### src/rtl/hashed_weight_mac.sv
// Hashed-weight MAC: codebook lookup by centroid index, signed multiply, row accumulation,
// and a 2-entry first-word-fall-through FIFO for completed row sums.
module hashed_weight_mac #(
  parameter int unsigned ACT_W   = 16,
  parameter int unsigned CB_W    = 16,
  parameter int unsigned ACC_W   = 40,
  parameter int unsigned ROW_LEN = 64
) (
  input  logic                    clk,
  input  logic                    rst,
  input  logic                    cb_wr_en,
  input  logic [4:0]              cb_wr_addr,
  input  logic signed [CB_W-1:0]  cb_wr_data,
  input  logic                    in_valid,
  output logic                    in_ready,
  input  logic [4:0]              in_centroid,
  input  logic signed [ACT_W-1:0] in_act,
  output logic                    out_valid,
  input  logic                    out_ready,
  output logic signed [ACC_W-1:0] out_sum,
  output logic [15:0]             row_count
);

  localparam int unsigned PROD_W   = CB_W + ACT_W;
  localparam int unsigned CNT_W    = 16;
  localparam int unsigned CB_DEPTH = 32;

  logic signed [CB_W-1:0]   codebook [CB_DEPTH];
  logic [CNT_W-1:0]         beat_cnt;
  logic                     accept;
  logic                     beat_last;

  logic                     s1_valid;
  logic                     s1_last;
  logic signed [CB_W-1:0]   s1_weight;
  logic signed [ACT_W-1:0]  s1_act;

  logic                     s2_valid;
  logic                     s2_last;
  logic signed [PROD_W-1:0] s2_prod;

  logic signed [ACC_W-1:0]  acc;
  logic signed [ACC_W-1:0]  acc_sum;

  logic                     push;
  logic                     pop;
  logic [1:0]               fifo_count;
  logic [1:0]               count_nxt;
  logic signed [ACC_W-1:0]  fifo_tail;
  logic signed [ACC_W-1:0]  head_nxt;
  logic signed [ACC_W-1:0]  tail_nxt;
  logic [1:0]               lif;

  // Rows whose last beat is in flight reserve a FIFO slot, so the FIFO can never overflow.
  assign lif      = 2'(s1_valid & s1_last) + 2'(s2_valid & s2_last);
  assign in_ready = (3'(fifo_count) + 3'(lif)) < 3'd2;
  assign accept   = in_valid & in_ready;
  assign beat_last = (beat_cnt == CNT_W'(ROW_LEN - 1));

  // Codebook: a same-cycle lookup sees the pre-write contents.
  always_ff @(posedge clk) begin
    if (rst) begin
      for (int i = 0; i < 32; i++) codebook[i] <= '0;
    end else if (cb_wr_en) begin
      codebook[cb_wr_addr] <= cb_wr_data;
    end
  end

  always_ff @(posedge clk) begin
    if (rst) begin
      beat_cnt <= '0;
    end else if (accept) begin
      beat_cnt <= beat_last ? '0 : beat_cnt + CNT_W'(1);
    end
  end

  // S1: lookup and operand capture.
  always_ff @(posedge clk) begin
    if (rst) begin
      s1_valid  <= 1'b0;
      s1_last   <= 1'b0;
      s1_weight <= '0;
      s1_act    <= '0;
    end else begin
      s1_valid <= accept;
      if (accept) begin
        s1_weight <= codebook[in_centroid];
        s1_act    <= in_act;
        s1_last   <= beat_last;
      end
    end
  end

  // S2: exact signed product.
  always_ff @(posedge clk) begin
    if (rst) begin
      s2_valid <= 1'b0;
      s2_last  <= 1'b0;
      s2_prod  <= '0;
    end else begin
      s2_valid <= s1_valid;
      if (s1_valid) begin
        s2_prod <= PROD_W'(s1_weight) * PROD_W'(s1_act);
        s2_last <= s1_last;
      end
    end
  end

  // S3: wrapping accumulate; the last beat's total goes to the FIFO and the row restarts at 0.
  assign acc_sum = acc + ACC_W'(s2_prod);
  assign push    = s2_valid & s2_last;

  always_ff @(posedge clk) begin
    if (rst) begin
      acc <= '0;
    end else if (s2_valid) begin
      acc <= s2_last ? '0 : acc_sum;
    end
  end

  assign pop = out_valid & out_ready;

  // FIFO next state; the head register doubles as out_sum and keeps the last popped value.
  always_comb begin
    count_nxt = fifo_count;
    head_nxt  = out_sum;
    tail_nxt  = fifo_tail;
    if (push && !pop) begin
      count_nxt = fifo_count + 2'd1;
      if (fifo_count == 2'd0) head_nxt = acc_sum;
      else                    tail_nxt = acc_sum;
    end else if (!push && pop) begin
      count_nxt = fifo_count - 2'd1;
      if (fifo_count == 2'd2) head_nxt = fifo_tail;
    end else if (push && pop) begin
      if (fifo_count == 2'd2) begin
        head_nxt = fifo_tail;
        tail_nxt = acc_sum;
      end else begin
        head_nxt = acc_sum;
      end
    end
  end

  always_ff @(posedge clk) begin
    if (rst) begin
      fifo_count <= '0;
      out_sum    <= '0;
      fifo_tail  <= '0;
      out_valid  <= 1'b0;
    end else begin
      fifo_count <= count_nxt;
      out_sum    <= head_nxt;
      fifo_tail  <= tail_nxt;
      out_valid  <= (count_nxt != 2'd0);
    end
  end

  always_ff @(posedge clk) begin
    if (rst) begin
      row_count <= '0;
    end else if (pop) begin
      row_count <= row_count + 16'd1;
    end
  end

endmodule

### config.mk
export PLATFORM = sky130hd
export DESIGN_NAME = hashed_weight_mac
export DESIGN_NICKNAME = d
export VERILOG_FILES = /design/src/rtl/hashed_weight_mac.sv
export SDC_FILE = /design/constraint.sdc
export NUM_CORES = 2
export LEC_CHECK = 0
export CORE_MARGIN = 2
export CORE_UTILIZATION = 43
export CTS_BUF_LIST = sky130_fd_sc_hd__clkbuf_4
export DETAILED_ROUTE_END_ITERATION = 12
export DONT_BUFFER_PORTS = 1
export GPL_TIMING_DRIVEN = 0
export PLACE_DENSITY = 0.62
export SLEW_MARGIN = 20
export SYNTH_ARGS = -nofsm -noshare
export SYNTH_HDL_FRONTEND = slang
export SYNTH_SLANG_ARGS = --single-unit
### constraint.sdc
create_clock -name clk -period 6.4 [get_ports clk]
set_clock_uncertainty 0.1 [all_clocks]
set_input_delay 0.64 -clock clk [delete_from_list [all_inputs] [get_ports clk]]
set_output_delay 0.64 -clock clk [all_outputs]
set_load 0.02 [all_outputs]
* Word level (Yosys, flattened, before mapping)
Memories as Yosys holds them, arrays and structs flattened. A register that Yosys moved wholly into a read port is not among the register bits.
Index checks and enable logic that the tools add are counted.
** Operators by class
- Magnitude comparators :: 1
- $mul :: 1
- Reduce and logical (&&, ||, !) cells :: 13
- Equality and inequality tests :: 6
- Muxes and demuxes :: 23
- Bitwise operators :: 5
- Add/subtract/negate cells :: 7
** Operators with widths (number)
- 40-bit two-way mux :: 12
- 40-bit by 32-bit adder with 40-bit output :: 1
- 16-bit by 1-bit adder with 16-bit output, second input constant :: 2
- 16-bit by 16-bit multiplier with 32-bit output :: 1
- 16-bit two-way mux :: 2
- 16-bit by 6-bit equality test with 1-bit output, second input constant :: 1
- 16-bit OR reduction :: 1
- 1-bit two-way mux :: 6
- 2-bit nonzero test :: 3
- 1-bit AND :: 5
- 5-bit two-way mux :: 1
- 2-bit two-way mux :: 2
- 2-bit inequality test, second input constant :: 2
- 4-bit AND reduction :: 1
- 2-bit by 2-bit adder with 3-bit output :: 1
- 1-bit logical AND :: 3
- 3-bit by 2-bit < comparator with 1-bit output, second input constant :: 1
- 3-bit by 2-bit inequality test with 1-bit output, second input constant :: 1
- 3-bit AND reduction :: 1
- 3-bit nonzero test :: 1
- 1-bit by 1-bit adder with 2-bit output :: 1
- 2-bit by 1-bit adder with 2-bit output, second input constant :: 1
- 2-bit equality test, second input constant :: 1
- 1-bit logical NOT :: 2
- 3 further kinds :: 3
** Word-level totals
- Memories kept :: 1
- Output and inout bits :: 58
- Logic and storage cells :: 70
- Register bits :: 207
- Input port bits :: 47
- Memory bits (writable) :: 512
** Memory list
- codebook :: depth 32, bits a word 16, read ports 1, clocked after Yosys merged registers in 1, wr ports 32, line 28 : logic signed [CB_W-1:0] codebook [CB_DEPTH];

* Depth between registers and ports, before layout
- Depth after elaboration :: 6
- Gate-level depth with buffers :: 24
- Gate-level depth less buffers :: 22

* Least setup slack after synthesis
No wires, ideal clock.
- Path kind :: reg-to-reg
- Start :: register s1_act[7]
- End :: register s2_prod[31]
- Setup time :: 116 ps
- Stages on the path, launching flop included :: 25
- Arrival :: 6148 ps
- Buffers on the path :: 2
- Setup slack :: 36 ps
- Path through :: dfxtp_1 clkbuf_1 clkbuf_1 nand2_1 fa_1 inv_1 fa_1 inv_1 fa_1 inv_1 fa_1 fa_1 inv_1 fa_1 inv_1 ha_1 and3_1 a221oi_1 o211a_1 o31ai_1 a2111oi_0 nor2_1 a21oi_1 o21ai_0 a31o_2
** Between the ends
- Word-level cells in the longest chain between the ends :: 1
** Ends and longest elaborated chain
- start: declaration :: line 36 : logic signed [ACT_W-1:0] s1_act;
- start signal: assignment :: line 88 : s1_act <= in_act;
- 16-bit by 16-bit multiplier with 32-bit output :: line 103 : s2_prod <= PROD_W'(s1_weight) * PROD_W'(s1_act);
- end signal: assignment :: line 103
- end: declaration :: line 40 : logic signed [PROD_W-1:0] s2_prod;
Every way passes these cells.
A chain may end at the register's enable or synchronous reset.

* Final worst setup path
- Start :: register s1_act[15]
- End :: register s2_prod[29]
Same word-level chain as after synthesis.

==> impl_results.md <==
* Iter 0 DRT Violations at 2892
* Nets@finish at 4489
* LEAKAGE at 19.4 nW
* Largest net degree at the start of global routing at 18
* Die ar. at 104000 sq um
* RSZ-0062 raised after global routing: true
* CTS Buf Count at 189
* Max Cap Viol at 0
* GRT Overall Usage at 24.8%
* Clock transition at path regs at 0.08 ns
* Worst Path Required at 7.20 ns
* Synthesis Warnings at 0
* DP Cell Count at 5159
* Routability congestion estimate at 0.910
* Clock Tree Buf Depth at 3
* Routed len/inst at 22.9 um
* Largest stage delay, worst path at 0.57 ns
* VDD IR max at 0.156 mV
* Io pins at 105
* Mapped Nets at 4205
* Worst path most repeated cell: fa_1
* F_max at 158 MHz
* Synthesized flop and latch total at 735
* Vias/cell at 5.42
* First-pass GRT wire length at 191 mm
* Total wire length at 127 mm
* Initial antenna violation count at 16
* Synth Area per Inst at 11.6 sq um
* Area grow syn2layout at 13.3%
* Combinational fraction of design power at 30.1%
* Number of global-route vias before repair at 30735
* Synth Cell Area at 43600 sq um
* Int Pwr at 9.04 mW
* Worst Hold Path EP: codebook[7][10]
* Post-synthesis cell type count at 82
* Multi-input gate area in the final layout at 22000 sq um
* Setup tns final at 0 ns
* Busiest layer in global routing: met2
* Async S/R FF share, synth at 0%
* FF-to-FF path depth at 22
* Slowest cell on crit path: fa_1
* Pre-CTS setup slack at -1.44 ns
* Min Tclk post-route at 6.34 ns
* Root Driver: clkbuf_4
* CTS tree: yes
* Worst hold start: cb_wr_data[10]
* Non-filler instance count after layout at 5554
* Clock share of power at 29.2%
* GR Util met2 at 40.4%
* Die height at 322 um
* R2r setup slk at 0.06 ns
* Core Area at 100000 sq um
* Status: completed
* Met1 Resource Use GR at 32.8%
* FF-to-FF End: s2_prod[29]
* Sequential Power Share at 40.7%
* Net Sw Frac at 35.1%
* Initial core utilization at 43.5%
* Clk sinks at 735
* Clk_lat worst skew at 1.10 ns
* Hold WC Path Type: in -> reg
* Htree depth at 4
* WHS at 0.0553 ns
* Tcrit/Tclk final at 99.0%
* DR DRC count at 0
* Worst slew margin relative to its limit at 17.7%
* CP Class: reg -> reg
* Hold path depth at 2
* Die width at 322 um
* Gr ovfl total at 0
* Setup crit start kind: flip-flop
* Top cells by area, synth: edfxtp_1, fa_1, dfxtp_1
* Most area-hungry cell type in the Yosys netlist: edfxtp_1
* FILL cells at 9067
* Layout cell share with drive strength beyond 1 at 16.4%
* R2r startpoint: s1_act[15]
* Crit-path max FO at 8
* HPWL after DPL at 93.6 mm
* First drt pass iteration count at 6
* Crit-path cells: clkinvlp_4 -> buf_12 -> nor2_4 -> fa_1 -> fa_1 -> fa_1 -> fa_1 -> fa_1 -> inv_2 -> fa_2 -> inv_2 -> ha_4 -> and3_4 -> a221oi_4 -> o211a_1 -> o31ai_4 -> a2111oi_4 -> buf_4 -> o31ai_4 -> xnor2_2 -> mux2i_1 -> nor2_1
* Met3 Use GR at 5.51%
* Routed via count at 30092
* Placed cell areas at 45800 sq um
* Input/output buffers at 0
* Reg area at 19900 sq um
* Gate Count Post-Synth at 3769
* Ys flop type: edfxtp_1
* Final WS setup at 0.0615 ns
* Post-synth EDFFs at 512
* WP data arrival at 7.14 ns
* Pwr/cell area at 282 nW/um^2
* Buf/Inv on CP at 5
* Max Slew Vio Count at 0
* Seq/Total Area, Yosys at 45.5%
* Post-Layout Inst Area at 49400 sq um
* ANT nets after route at 0
* Top cell type's share of synthesized area at 35.3%
* Final Hold Viols at 0
* Measured slew at the worst slew-check pin at 1.23 ns
* Crit. End Element: flip-flop
* Sw power at 4.88 mW
* Core Rows at 116
* Top delay family on crit path: adder cells
* Setup violators final at 0
-- layout make-up --
type                    instances  area share (%)
plain buffers                 233            2.33
multi-input cells            2476            44.6
well taps                    1357            3.44
repair buffers                 97            2.01
clock buffers                 277            4.21
diodes                         14          0.0709
flip-flops and latches        735            40.4
clock inverters                44           0.562
inverters                     321            2.45
-- cells in the mapped netlist, types with 9 or more instances --
cell type,number
nand4_1,14
clkbuf_1,209
o21bai_1,11
nor2_1,251
a21oi_1,138
mux2i_1,37
mux4_2,160
a311oi_1,15
xor2_1,41
buf_1,17
a211oi_1,32
o21a_1,10
ha_1,126
xnor2_1,51
or3_1,11
a21o_1,29
fa_1,263
and3_1,22
edfxtp_1,512
buf_2,11
o211ai_1,14
dfxtp_1,223
inv_1,320
o21ai_0,84
nand3_1,39
nor3_1,22
nand2b_1,10
nor2b_1,9
a22oi_1,23
nand2_1,312
and2_1,645
-- per-stage QoR --
| stage | utilization (%) | power, mW |
|---|---|---|
| after floorplan | - | 8.19 |
| after global placement | 45.2 | 9.51 |
| after detailed placement | 45.7 | 9.55 |
| after CTS | 48.9 | 13.8 |
| after global routing | 49.2 | 14.7 |
| final | 49.2 | 13.9 |
-- cell usage in the layout (no fill, tap or decap), drive strengths merged, types with 7 or more instances in the layout --
cell           n
o21a          10
dfxtp        223
nor2b          9
a21o          30
nand2        312
o211ai        14
or3           11
o221ai         7
mux4         160
nor3          24
o211a          7
xnor2         51
clkinv        35
nand4         14
o21bai        11
clkbuf       471
mux2i         37
and3          22
diode         14
dlygate4sd3   42
a211oi        36
a21oi        139
ha           126
nor2         251
a311oi        15
nand3         40
fa           263
xor2          41
a31oi          8
inv          326
o21ai         88
buf           94
edfxtp       512
and2         645
nand2b        10
a22oi         23
-- state kept, by name, summed over array words and instances, names as in the netlist --
register and count:
acc 40, beat_cnt 16, codebook 512, fifo_count 2
fifo_tail 40, out_sum 40, out_valid 1, row_count 16
s1_act 16, s1_last 1, s1_valid 1, s1_weight 16
s2_last 1, s2_prod 32, s2_valid 1
-- cells by family after synthesis --
group | share of synthesized area [%]
compound gates | 6.90
xor+xnor | 1.85
fa+ha+maj | 15.7
buf+inv | 4.83
flops | 45.5
mux | 9.11
simple gates | 16.1
-- power groups by stage --
stage | Combinational [mW] | Clock, mW | Sequential, mW
after floorplan | 2.56 | 0 | 5.63
after global placement | 3.75 | 0 | 5.75
after detailed placement | 3.80 | 0 | 5.75
after CTS | 4.02 | 4.13 | 5.66
after global routing | 4.59 | 4.38 | 5.69
final | 4.19 | 4.07 | 5.67
-- per-layer routing --
metal	wire length [um]	up-vias
li1	-	13589
met1	52000	15133
met2	60600	1142
met3	10400	222
met4	3930	6
met5	41	-
-- timing repair --
action	4_1_cts	5_1_grt
gates cloned	0	0
pin swaps	9	30
hold buffers	42	0
buffers inserted	8	14
endpoints found under the hold margin	277	0
setup endpoints to repair	17	10
gates resized for setup	140	61
-- worst max-delay path by stage --
stage | cells after the start | start | end | slack [ns]
floorplan | 24 | s1_act[7] | s2_prod[31] | 0.04
global placement | 24 | s1_act[7] | s2_prod[27] | -1.42
detailed placement | 24 | s1_act[7] | s2_prod[27] | -1.44
CTS | 22 | s1_weight[6] | s2_prod[29] | 0.007
global route | 22 | s1_act[15] | s2_prod[29] | -0.17
finish | 22 | s1_act[15] | s2_prod[29] | 0.06
Note: power is estimated with default switching activity, not from simulation.
